==> src/rtl/muldiv_pkg.sv <==
// Shared types and constants for the iterative RV32M multiply/divide unit.
package muldiv_pkg;

  localparam int MD_XLEN = 32;

  localparam logic [MD_XLEN-1:0] INT_MIN  = {1'b1, {(MD_XLEN-1){1'b0}}};
  localparam logic [MD_XLEN-1:0] ALL_ONES = '1;

  typedef enum logic [2:0] {
    OP_MUL    = 3'b000,
    OP_MULH   = 3'b001,
    OP_MULHSU = 3'b010,
    OP_MULHU  = 3'b011,
    OP_DIV    = 3'b100,
    OP_DIVU   = 3'b101,
    OP_REM    = 3'b110,
    OP_REMU   = 3'b111
  } op_e;

  typedef enum logic [1:0] {
    IDLE = 2'd0,
    CALC = 2'd1,
    FIX  = 2'd2,
    DONE = 2'd3
  } state_e;

  function automatic logic rs1_is_signed(op_e o);
    return (o == OP_MULH) || (o == OP_MULHSU) || (o == OP_DIV) || (o == OP_REM);
  endfunction

  function automatic logic rs2_is_signed(op_e o);
    return (o == OP_MULH) || (o == OP_DIV) || (o == OP_REM);
  endfunction

endpackage

==> src/rtl/muldiv_div_step.sv <==
// One combinational restoring-division step: shift in a dividend bit, trial-subtract.
module muldiv_div_step #(
  parameter int XLEN = 32
) (
  input  logic [XLEN-1:0] rem_i,
  input  logic [XLEN-1:0] divisor_i,
  input  logic            bit_i,
  output logic [XLEN-1:0] rem_o,
  output logic            q_o
);

  logic [XLEN:0]   trial;
  logic [XLEN-1:0] diff_lo;

  assign trial   = {rem_i, bit_i};
  // rem_i < divisor keeps a successful difference inside XLEN bits.
  assign diff_lo = trial[XLEN-1:0] - divisor_i;
  assign q_o     = (trial >= {1'b0, divisor_i});
  assign rem_o   = q_o ? diff_lo : trial[XLEN-1:0];

endmodule

==> src/rtl/muldiv_unit.sv <==
// Iterative RV32M execute unit: shift-add multiply and restoring divide.
// Build option MULDIV_FAST_MUL_EN replaces the multiply iterations with one product.
module muldiv_unit
  import muldiv_pkg::*;
#(
  parameter int XLEN  = MD_XLEN,
  parameter int CNT_W = $clog2(XLEN) + 1
) (
  input  logic            clk,
  input  logic            rst_n,
  input  logic            start,
  input  logic [2:0]      op,
  input  logic [XLEN-1:0] rs1,
  input  logic [XLEN-1:0] rs2,
  input  logic            flush,
  output logic            busy,
  output logic            done,
  output logic [XLEN-1:0] result
);

  state_e            state_q, state_d;
  op_e               op_q, op_d;
  logic [2*XLEN-1:0] acc_q, acc_d;
  logic [XLEN-1:0]   opnd_q, opnd_d;
  logic              neg_q, neg_d;
  logic [CNT_W-1:0]  cnt_q, cnt_d;
  logic [XLEN-1:0]   result_q, result_d;

  op_e             op_in;
  logic            sa, sb;
  logic [XLEN-1:0] a_mag, b_mag;
  logic            div_zero, div_ovf;
  logic [XLEN:0]   mul_sum;
  logic [XLEN-1:0] step_rem;
  logic            step_q;
  logic [2*XLEN-1:0] prod_fix;
  logic [XLEN-1:0]   div_sel, div_fix;

  assign op_in    = op_e'(op);
  assign sa       = rs1_is_signed(op_in) & rs1[XLEN-1];
  assign sb       = rs2_is_signed(op_in) & rs2[XLEN-1];
  assign a_mag    = sa ? -rs1 : rs1;
  assign b_mag    = sb ? -rs2 : rs2;
  assign div_zero = (rs2 == '0);
  assign div_ovf  = ((op_in == OP_DIV) || (op_in == OP_REM)) &&
                    (rs1 == INT_MIN) && (rs2 == ALL_ONES);

  // acc holds {high, low}: multiplier/product for MUL*, {remainder, dividend/quotient} for DIV*.
  assign mul_sum = {1'b0, acc_q[2*XLEN-1:XLEN]} + {1'b0, (acc_q[0] ? opnd_q : {XLEN{1'b0}})};

  muldiv_div_step #(.XLEN(XLEN)) u_div_step (
    .rem_i     (acc_q[2*XLEN-1:XLEN]),
    .divisor_i (opnd_q),
    .bit_i     (acc_q[XLEN-1]),
    .rem_o     (step_rem),
    .q_o       (step_q)
  );

  assign prod_fix = neg_q ? -acc_q : acc_q;
  assign div_sel  = op_q[1] ? acc_q[2*XLEN-1:XLEN] : acc_q[XLEN-1:0];
  assign div_fix  = neg_q ? -div_sel : div_sel;

`ifdef MULDIV_FAST_MUL_EN
  logic [2*XLEN-1:0] a_ext, b_ext, fast_prod;
  assign a_ext     = {{XLEN{rs1_is_signed(op_in) & rs1[XLEN-1]}}, rs1};
  assign b_ext     = {{XLEN{rs2_is_signed(op_in) & rs2[XLEN-1]}}, rs2};
  assign fast_prod = a_ext * b_ext;
`endif

  always_comb begin
    state_d  = state_q;
    op_d     = op_q;
    acc_d    = acc_q;
    opnd_d   = opnd_q;
    neg_d    = neg_q;
    cnt_d    = cnt_q;
    result_d = result_q;

    if (flush) begin
      state_d = IDLE;
    end else begin
      unique case (state_q)
        IDLE, DONE: begin
          state_d = IDLE;
          if (start) begin
            state_d = CALC;
            op_d    = op_in;
            cnt_d   = CNT_W'(XLEN);
            if (op[2]) begin
              acc_d  = {{XLEN{1'b0}}, a_mag};
              opnd_d = b_mag;
              neg_d  = op[1] ? sa : (sa ^ sb);
              if (div_zero || div_ovf) begin
                state_d  = DONE;
                if (div_zero) result_d = op[1] ? rs1 : ALL_ONES;
                else          result_d = op[1] ? '0 : INT_MIN;
              end
            end else begin
`ifdef MULDIV_FAST_MUL_EN
              acc_d   = fast_prod;
              neg_d   = 1'b0;
              state_d = FIX;
`else
              acc_d   = {{XLEN{1'b0}}, b_mag};
              opnd_d  = a_mag;
              neg_d   = sa ^ sb;
`endif
            end
          end
        end
        CALC: begin
          if (op_q[2]) acc_d = {step_rem, acc_q[XLEN-2:0], step_q};
          else         acc_d = {mul_sum, acc_q[XLEN-1:1]};
          cnt_d = cnt_q - 1'b1;
          if (cnt_q == CNT_W'(1)) state_d = FIX;
        end
        FIX: begin
          if (op_q[2])               result_d = div_fix;
          else if (op_q == OP_MUL)   result_d = prod_fix[XLEN-1:0];
          else                       result_d = prod_fix[2*XLEN-1:XLEN];
          state_d = DONE;
        end
        default: state_d = IDLE;
      endcase
    end
  end

  always_ff @(posedge clk or negedge rst_n) begin
    if (!rst_n) begin
      state_q  <= IDLE;
      op_q     <= OP_MUL;
      acc_q    <= '0;
      opnd_q   <= '0;
      neg_q    <= 1'b0;
      cnt_q    <= '0;
      result_q <= '0;
    end else begin
      state_q  <= state_d;
      op_q     <= op_d;
      acc_q    <= acc_d;
      opnd_q   <= opnd_d;
      neg_q    <= neg_d;
      cnt_q    <= cnt_d;
      result_q <= result_d;
    end
  end

  assign busy   = (state_q == CALC) || (state_q == FIX);
  assign done   = (state_q == DONE);
  assign result = result_q;

endmodule

==> config.mk <==
export PLATFORM = sky130hd
export DESIGN_NAME = muldiv_unit
export DESIGN_NICKNAME = d
export VERILOG_FILES = /design/src/rtl/muldiv_pkg.sv /design/src/rtl/muldiv_div_step.sv /design/src/rtl/muldiv_unit.sv
export SDC_FILE = /design/constraint.sdc
export NUM_CORES = 1
export LEC_CHECK = 0
export CORE_UTILIZATION = 60
export DETAILED_ROUTE_END_ITERATION = 10
export MAX_ROUTING_LAYER = met4
export PLACE_DENSITY = 0.89
export REMOVE_ABC_BUFFERS = 1
export SKIP_LAST_GASP = 1
export SLEW_MARGIN = 20
export SYNTH_ARGS = -nofsm -noshare
export SYNTH_HDL_FRONTEND = slang
export SYNTH_HIERARCHICAL = 1
export SYNTH_SLANG_ARGS = --single-unit
export TNS_END_PERCENT = 10
==> constraint.sdc <==
create_clock -name clk -period 6.95 [get_ports clk]
set_input_delay 0.695 -clock clk [delete_from_list [all_inputs] [get_ports clk]]
set_output_delay 0.695 -clock clk [all_outputs]
set_load 0.02 [all_outputs]
Word level (Yosys, flattened, before mapping)
Index checks and enable logic that the tools add are counted.
Cells by class
  add/subtract/negate cells: 7
  magnitude comparators: 1
  eq/ne operators: 14
  multiplexer cells: 31
  bitwise gates (word level): 4
  reductions and logical operators: 19
Operators by type and width (count)
  32-bit 2-to-1 mux: 16
  64-bit 2-to-1 mux: 3
  64-bit one-hot mux with 2 select lines: 1
  32-bit negation: 3
  32-bit == test, second input constant: 2
  64-bit negation: 1
  32-bit one-hot mux with 2 select lines: 1
  32-bit by 32-bit adder with 33-bit output: 1
  33-bit by 32-bit greater-or-equal comparator with 1-bit output: 1
  32-bit zero test: 1
  32-bit subtractor: 1
  6-bit one-hot mux with 2 select lines: 1
  2-bit 2-to-1 mux: 5
  1-bit logical OR: 8
  3-bit == test, second input constant: 2
  6-bit by 1-bit == test with 1-bit output, second input constant: 1
  6-bit 2-to-1 mux: 1
  2-bit != test, second input constant: 3
  2-bit one-hot mux with 3 select lines: 1
  3-bit AND reduction: 2
  6-bit by 1-bit subtractor with 6-bit output, second input constant: 1
  5-bit AND reduction: 1
  2-bit == test, second input constant: 2
  2-bit nonzero test: 2
  other kinds (12): 15
Word-level totals
  register bits: 140
  bits of input ports: 71
  output and inout port bits: 34

Longest topological paths before layout
  word-level depth: 10
  gate-level depth with buffers: 17
  depth with buffers taken out: 14

Modules after synthesis
The synthesis kept the hierarchy.
Modules (own cells, without submodules)
  muldiv_unit: times used 1, cells an instance 1818, area an instance 13948.4 sq um
  muldiv_div_step: times used 1, cells an instance 323, area an instance 2331.0 sq um

Least setup slack after synthesis
OpenSTA, ideal clock, no wires.
  path kind: register -> register
  start: register op_q[1]
  end: register result_q[18] (netlist: result[18])
  library setup time: 0.125 ns
  data arrival time: 3.595 ns
  required time: 6.825 ns
  setup slack: 3.231 ns
  stages on the path, launching flop included: 15
  buffers on the path: 5
  period minus slack after synthesis: 3.719 ns
  cells stage by stage: dfrtp_1 clkbuf_1 clkbuf_1 buf_1 buf_1 clkbuf_1 mux2i_1 ha_1 o221a_2 nand4_1 nand2_1 xor2_1 a221oi_1 a21oi_1 mux2_2
Between the ends
  longest elaborated chain between the ends: 5
  elaborated cells on any way between the ends: 7
  classes of those cells: add/sub (1); mux (5); reduce/logical (1)
RTL lines
  start, declared: RTL line muldiv_unit.sv:22  | op_e op_q, op_d;
  start signal, assigned: RTL line muldiv_unit.sv:139  | op_q <= op_d;
  32-bit 2-to-1 mux: RTL line muldiv_unit.sv:60  | assign div_sel = op_q[1] ? acc_q[2*XLEN-1:XLEN] : acc_q[XLEN-1:0];
  32-bit negation: RTL line muldiv_unit.sv:61  | assign div_fix = neg_q ? -div_sel : div_sel;
  32-bit 2-to-1 mux: RTL line muldiv_unit.sv:61
  32-bit 2-to-1 mux (*): RTL line muldiv_unit.sv:118  | if (op_q[2]) result_d = div_fix;
  32-bit one-hot mux with 2 select lines (*): RTL line muldiv_unit.sv:82  | unique case (state_q)
  end signal, assigned: RTL line muldiv_unit.sv:144  | result_q <= result_d;
  end, declared: RTL line muldiv_unit.sv:27  | logic [XLEN-1:0] result_q, result_d;
Every way passes the cells marked *; elsewhere a longest branch is shown, timed or not.
A chain may end at the register's enable or synchronous reset.

Worst setup path after layout
  start: input rs2[11]
  end: register result_q[13] (netlist: result[13])
Between the ends
  longest elaborated chain between the ends: 6
  elaborated cells on any way between the ends: 11
  classes of those cells: eq/ne (2); mux (5); reduce/logical (4)
RTL lines
  start, declared: RTL line muldiv_unit.sv:14  | input logic [XLEN-1:0] rs2,
  32-bit zero test: RTL line muldiv_unit.sv:44  | assign div_zero = (rs2 == '0);
  32-bit 2-to-1 mux: RTL line muldiv_unit.sv:95  | if (div_zero) result_d = op[1] ? rs1 : ALL_ONES;
  32-bit 2-to-1 mux: RTL line muldiv_unit.sv:93  | if (div_zero || div_ovf) begin
  32-bit 2-to-1 mux: RTL line muldiv_unit.sv:89  | if (op[2]) begin
  32-bit 2-to-1 mux: RTL line muldiv_unit.sv:85  | if (start) begin
  32-bit one-hot mux with 2 select lines: RTL line muldiv_unit.sv:82
Several ways; a longest one is shown, not always the timed one. The select of a mux whose other input is x is not followed.

==> flow_metrics.tcl <==
set metrics [dict create \
    post-place-ws_ns 2.159 \
    finalHoldViolCount 0 \
    status "complete, no violations" \
    wire_per_inst_um 23.10 \
    portBuffers 104 \
    top_layer "met4" \
    hold_slack_ns 0.2342 \
    synth-main-ff-cell "dfrtp_1" \
    ys_ff_latch 140 \
    p_leak_nw 7.394 \
    final_util 0.6774 \
    first_pass_iters 7 \
    cp_cell_sequence "clkdlybuf4s50_1, or4_4, or4_4, or4b_4, or3_1, nor2_2, o21ai_0, a21boi_0, a31oi_1" \
    synth_top_area_cell "dfrtp_1" \
    cts_tree "yes" \
    drc 0 \
    antenna_found_initial 0 \
    start_util 0.6177 \
    startpoint_type "input pin" \
    slew_viol_final 0 \
    grt_pass1_wl_um 88930 \
    hp-class "input pin to async pin" \
    ios 105 \
    die_w_um 166.7 \
    core-area_um2 26350 \
    post-route-cell-area_um2 17850 \
    placed_cell_area_um2 17240 \
    die_area_um2 27800 \
    rsz0062_at_grt "false" \
    grt-ovfl-total 0 \
    postCtsSetupBuffers 0 \
    gp_congestion 1.063 \
    rows 59 \
    worst_path_max_delay_cell "nor2_2" \
    max_freq_ghz 0.2201 \
    async_flop_share 1.000 \
    synthToLayoutAreaGrowth_pct 9.669 \
    routed-wl-met2_um 25260 \
    grt_max_degree 96 \
    vias_per_cell 7.032 \
    synthesis.area_um2 16280 \
    syn_avg_cell_area_um2 7.604 \
    insertion_delay_ns 0.43 \
    end_kind "flip-flop" \
    root_buffer "clkbuf_16" \
    slew_headroom 0.2238 \
    worst_path_most_repeated_cell "or4_4" \
    synth.area.top_cells "dfrtp_1, ha_1, o21ai_0" \
    die_y_um 166.7 \
    synth-edff-count 0 \
    multiInputGateArea_um2 11860 \
    detail_route.iter0.violations 2050 \
    min_period_ns 4.544 \
    crit_type "input pin to flip-flop" \
    path_clk_slew_ns 0.07 \
    cp_max_fo 23 \
    setup_viol 0 \
    synth_cell_types 89 \
    numCtsBuffers 17 \
    drive_gt1_frac 0.08482 \
    setup_ws_ns 2.406 \
    fill_cells 2199 \
    ys_warn_count 6 \
    ant_nets 0 \
    worst-path-buf-inv 1 \
    nets 2268 \
    wl_met3_um 6390 \
    seq_area_um2 3508 \
    clk_path_buf_depth 2 \
    critical-path-max-stage-delay_ns 0.86 \
    hpwl_um 42430 \
    ir_worst_vdd_mv 0.3730 \
    drv_cap 0 \
    vias 17370 \
    worst_slew_pin_slew_ns 1.160 \
    path_delay_family "simple AND/OR/NAND/NOR gates" \
    ys_seq_area_frac 0.2152 \
    cp.required_ns 7.28 \
    wl_met1_um 23070 \
    clock_sinks 140 \
    post_cts_resized 0 \
    clock-skew-final_ns 0.02033 \
    power_density_nw_per_um2 508.4 \
    arrival_ns 4.88 \
    holdBufCountCts 0 \
    yosys.area.top_type_share 0.2152 \
    htreeDepth 4 \
    wl_um 57070 \
    tns_ns 0 \
    first_global_vias 16090 \
    track_usage 0.4194 \
    fin_crit_sh 0.6538 \
    postSynthCellCount 2141 \
]
-- flip-flops by register name, summed over array words and instances, names as in the netlist --
signal	flops
opnd_q	32
op_q	3
neg_q	1
cnt_q	6
state_q	2
result	32
acc_q	64
-- report_power, final --
group          internal, W  switching, W  total (W)
clock             0.000555      0.000424   0.000979
combinational      0.00254       0.00359    0.00612
sequential         0.00119      0.000789    0.00198
-- through the flow --
step / instances / total power (W)
global placement: 2437 / 0.007663
global route: 2469 / 0.009594
CTS: 2469 / 0.008842
floorplan: 1979 / 0.006039
detailed placement: 2437 / 0.007806
finish: 2470 / 0.009077
-- synth_stat cells (all sizes together) (25+ instances only) --
cell type / number
o21ai: 187
and3: 25
a211oi: 25
or3: 34
nand2: 173
o41ai: 32
xnor2: 98
nand4: 28
clkbuf: 130
dfrtp: 140
xor2: 90
inv: 70
and2: 43
a31oi: 33
a21oi: 171
o31ai: 41
mux2i: 59
buf: 32
nor3: 46
nor2: 181
or4: 25
nand3: 67
ha: 74
a21o: 27
mux2: 78
-- kinds of logic (layout without fill, tap and decap cells) --
kind of cell	after synthesis	in the layout	synth area share
xor gates and xnor gates	188	188	0.1011
other	0	1	0
buffers and inverters	234	227	0.05664
AOI/OAI and AO/OA	649	649	0.2543
adders and majority gates	76	76	0.05933
and+or+nand+nor	717	717	0.2210
muxes	137	137	0.09231
DFF	140	140	0.2152
-- layout make-up --
class                   instances  area share
inverters                      72     0.01514
multi-input cells            1767      0.6645
repair buffers                123     0.06609
clock inverters                14    0.009531
diodes                          1   0.0001402
flip-flops and latches        140      0.1965
well taps                     335     0.02348
clock buffers                  18     0.02460
-- cell usage in the layout (no fill, tap or decap), types with 17 or more instances in the layout --
cell,synthesis,final
o21ai_0,185,185
nor2_1,180,179
nand2_1,173,173
a21oi_1,170,170
dfrtp_1,140,136
clkdlybuf4s50_1,0,102
xnor2_1,98,98
xor2_1,90,90
ha_1,74,74
inv_1,69,69
mux2_2,69,69
nand3_1,67,67
mux2i_1,59,59
nor3_1,45,44
and2_1,43,43
o31ai_1,41,41
or3_1,33,33
a31oi_1,32,32
o41ai_1,31,31
nand4_1,28,28
a21o_1,27,27
and3_1,25,25
a211oi_1,24,24
or4_1,21,21
o211ai_1,21,21
nand2b_1,20,20
nor4_1,19,19
buf_4,1,19
clkbuf_16,0,17
-- worst register-to-register path, cell delays in order, from the launching register on --
cell and delay (ns):
dfrtp_1 0.55, ha_1 0.51, nand4_1 0.21, nor3_1 0.50, o211ai_1 0.25, nor4b_4 0.22
o21ai_2 0.19, a31oi_4 0.13, o21a_4 0.29, inv_2 0.54, mux2_2 0.41, nand2_1 0.07
o21ai_0 0.09, a22o_1 0.21
-- final timing paths --
path                       startpoint         end  slack [ns]  cells past startpoint
max in group asynchronous       rst_n     op_q[2]        5.17                      2
min in group clk            result[5]   result[5]        0.52                      1
setup reg to reg            acc_q[41]   acc_q[37]        2.68                     13
hold / removal                  rst_n   result[0]        0.23                      1
setup / recovery              rs2[11]  result[13]        2.41                      9
hold reg to reg             result[5]   result[5]        0.52                      1
-- per-layer routing --
metal  global-route usage  vias up
li1                     -     7807
met1               0.5521     8236
met2               0.6335     1143
met3              0.07010      182
met4               0.1840        0
met5                    -        -
Power figures use the tool's default switching activity.
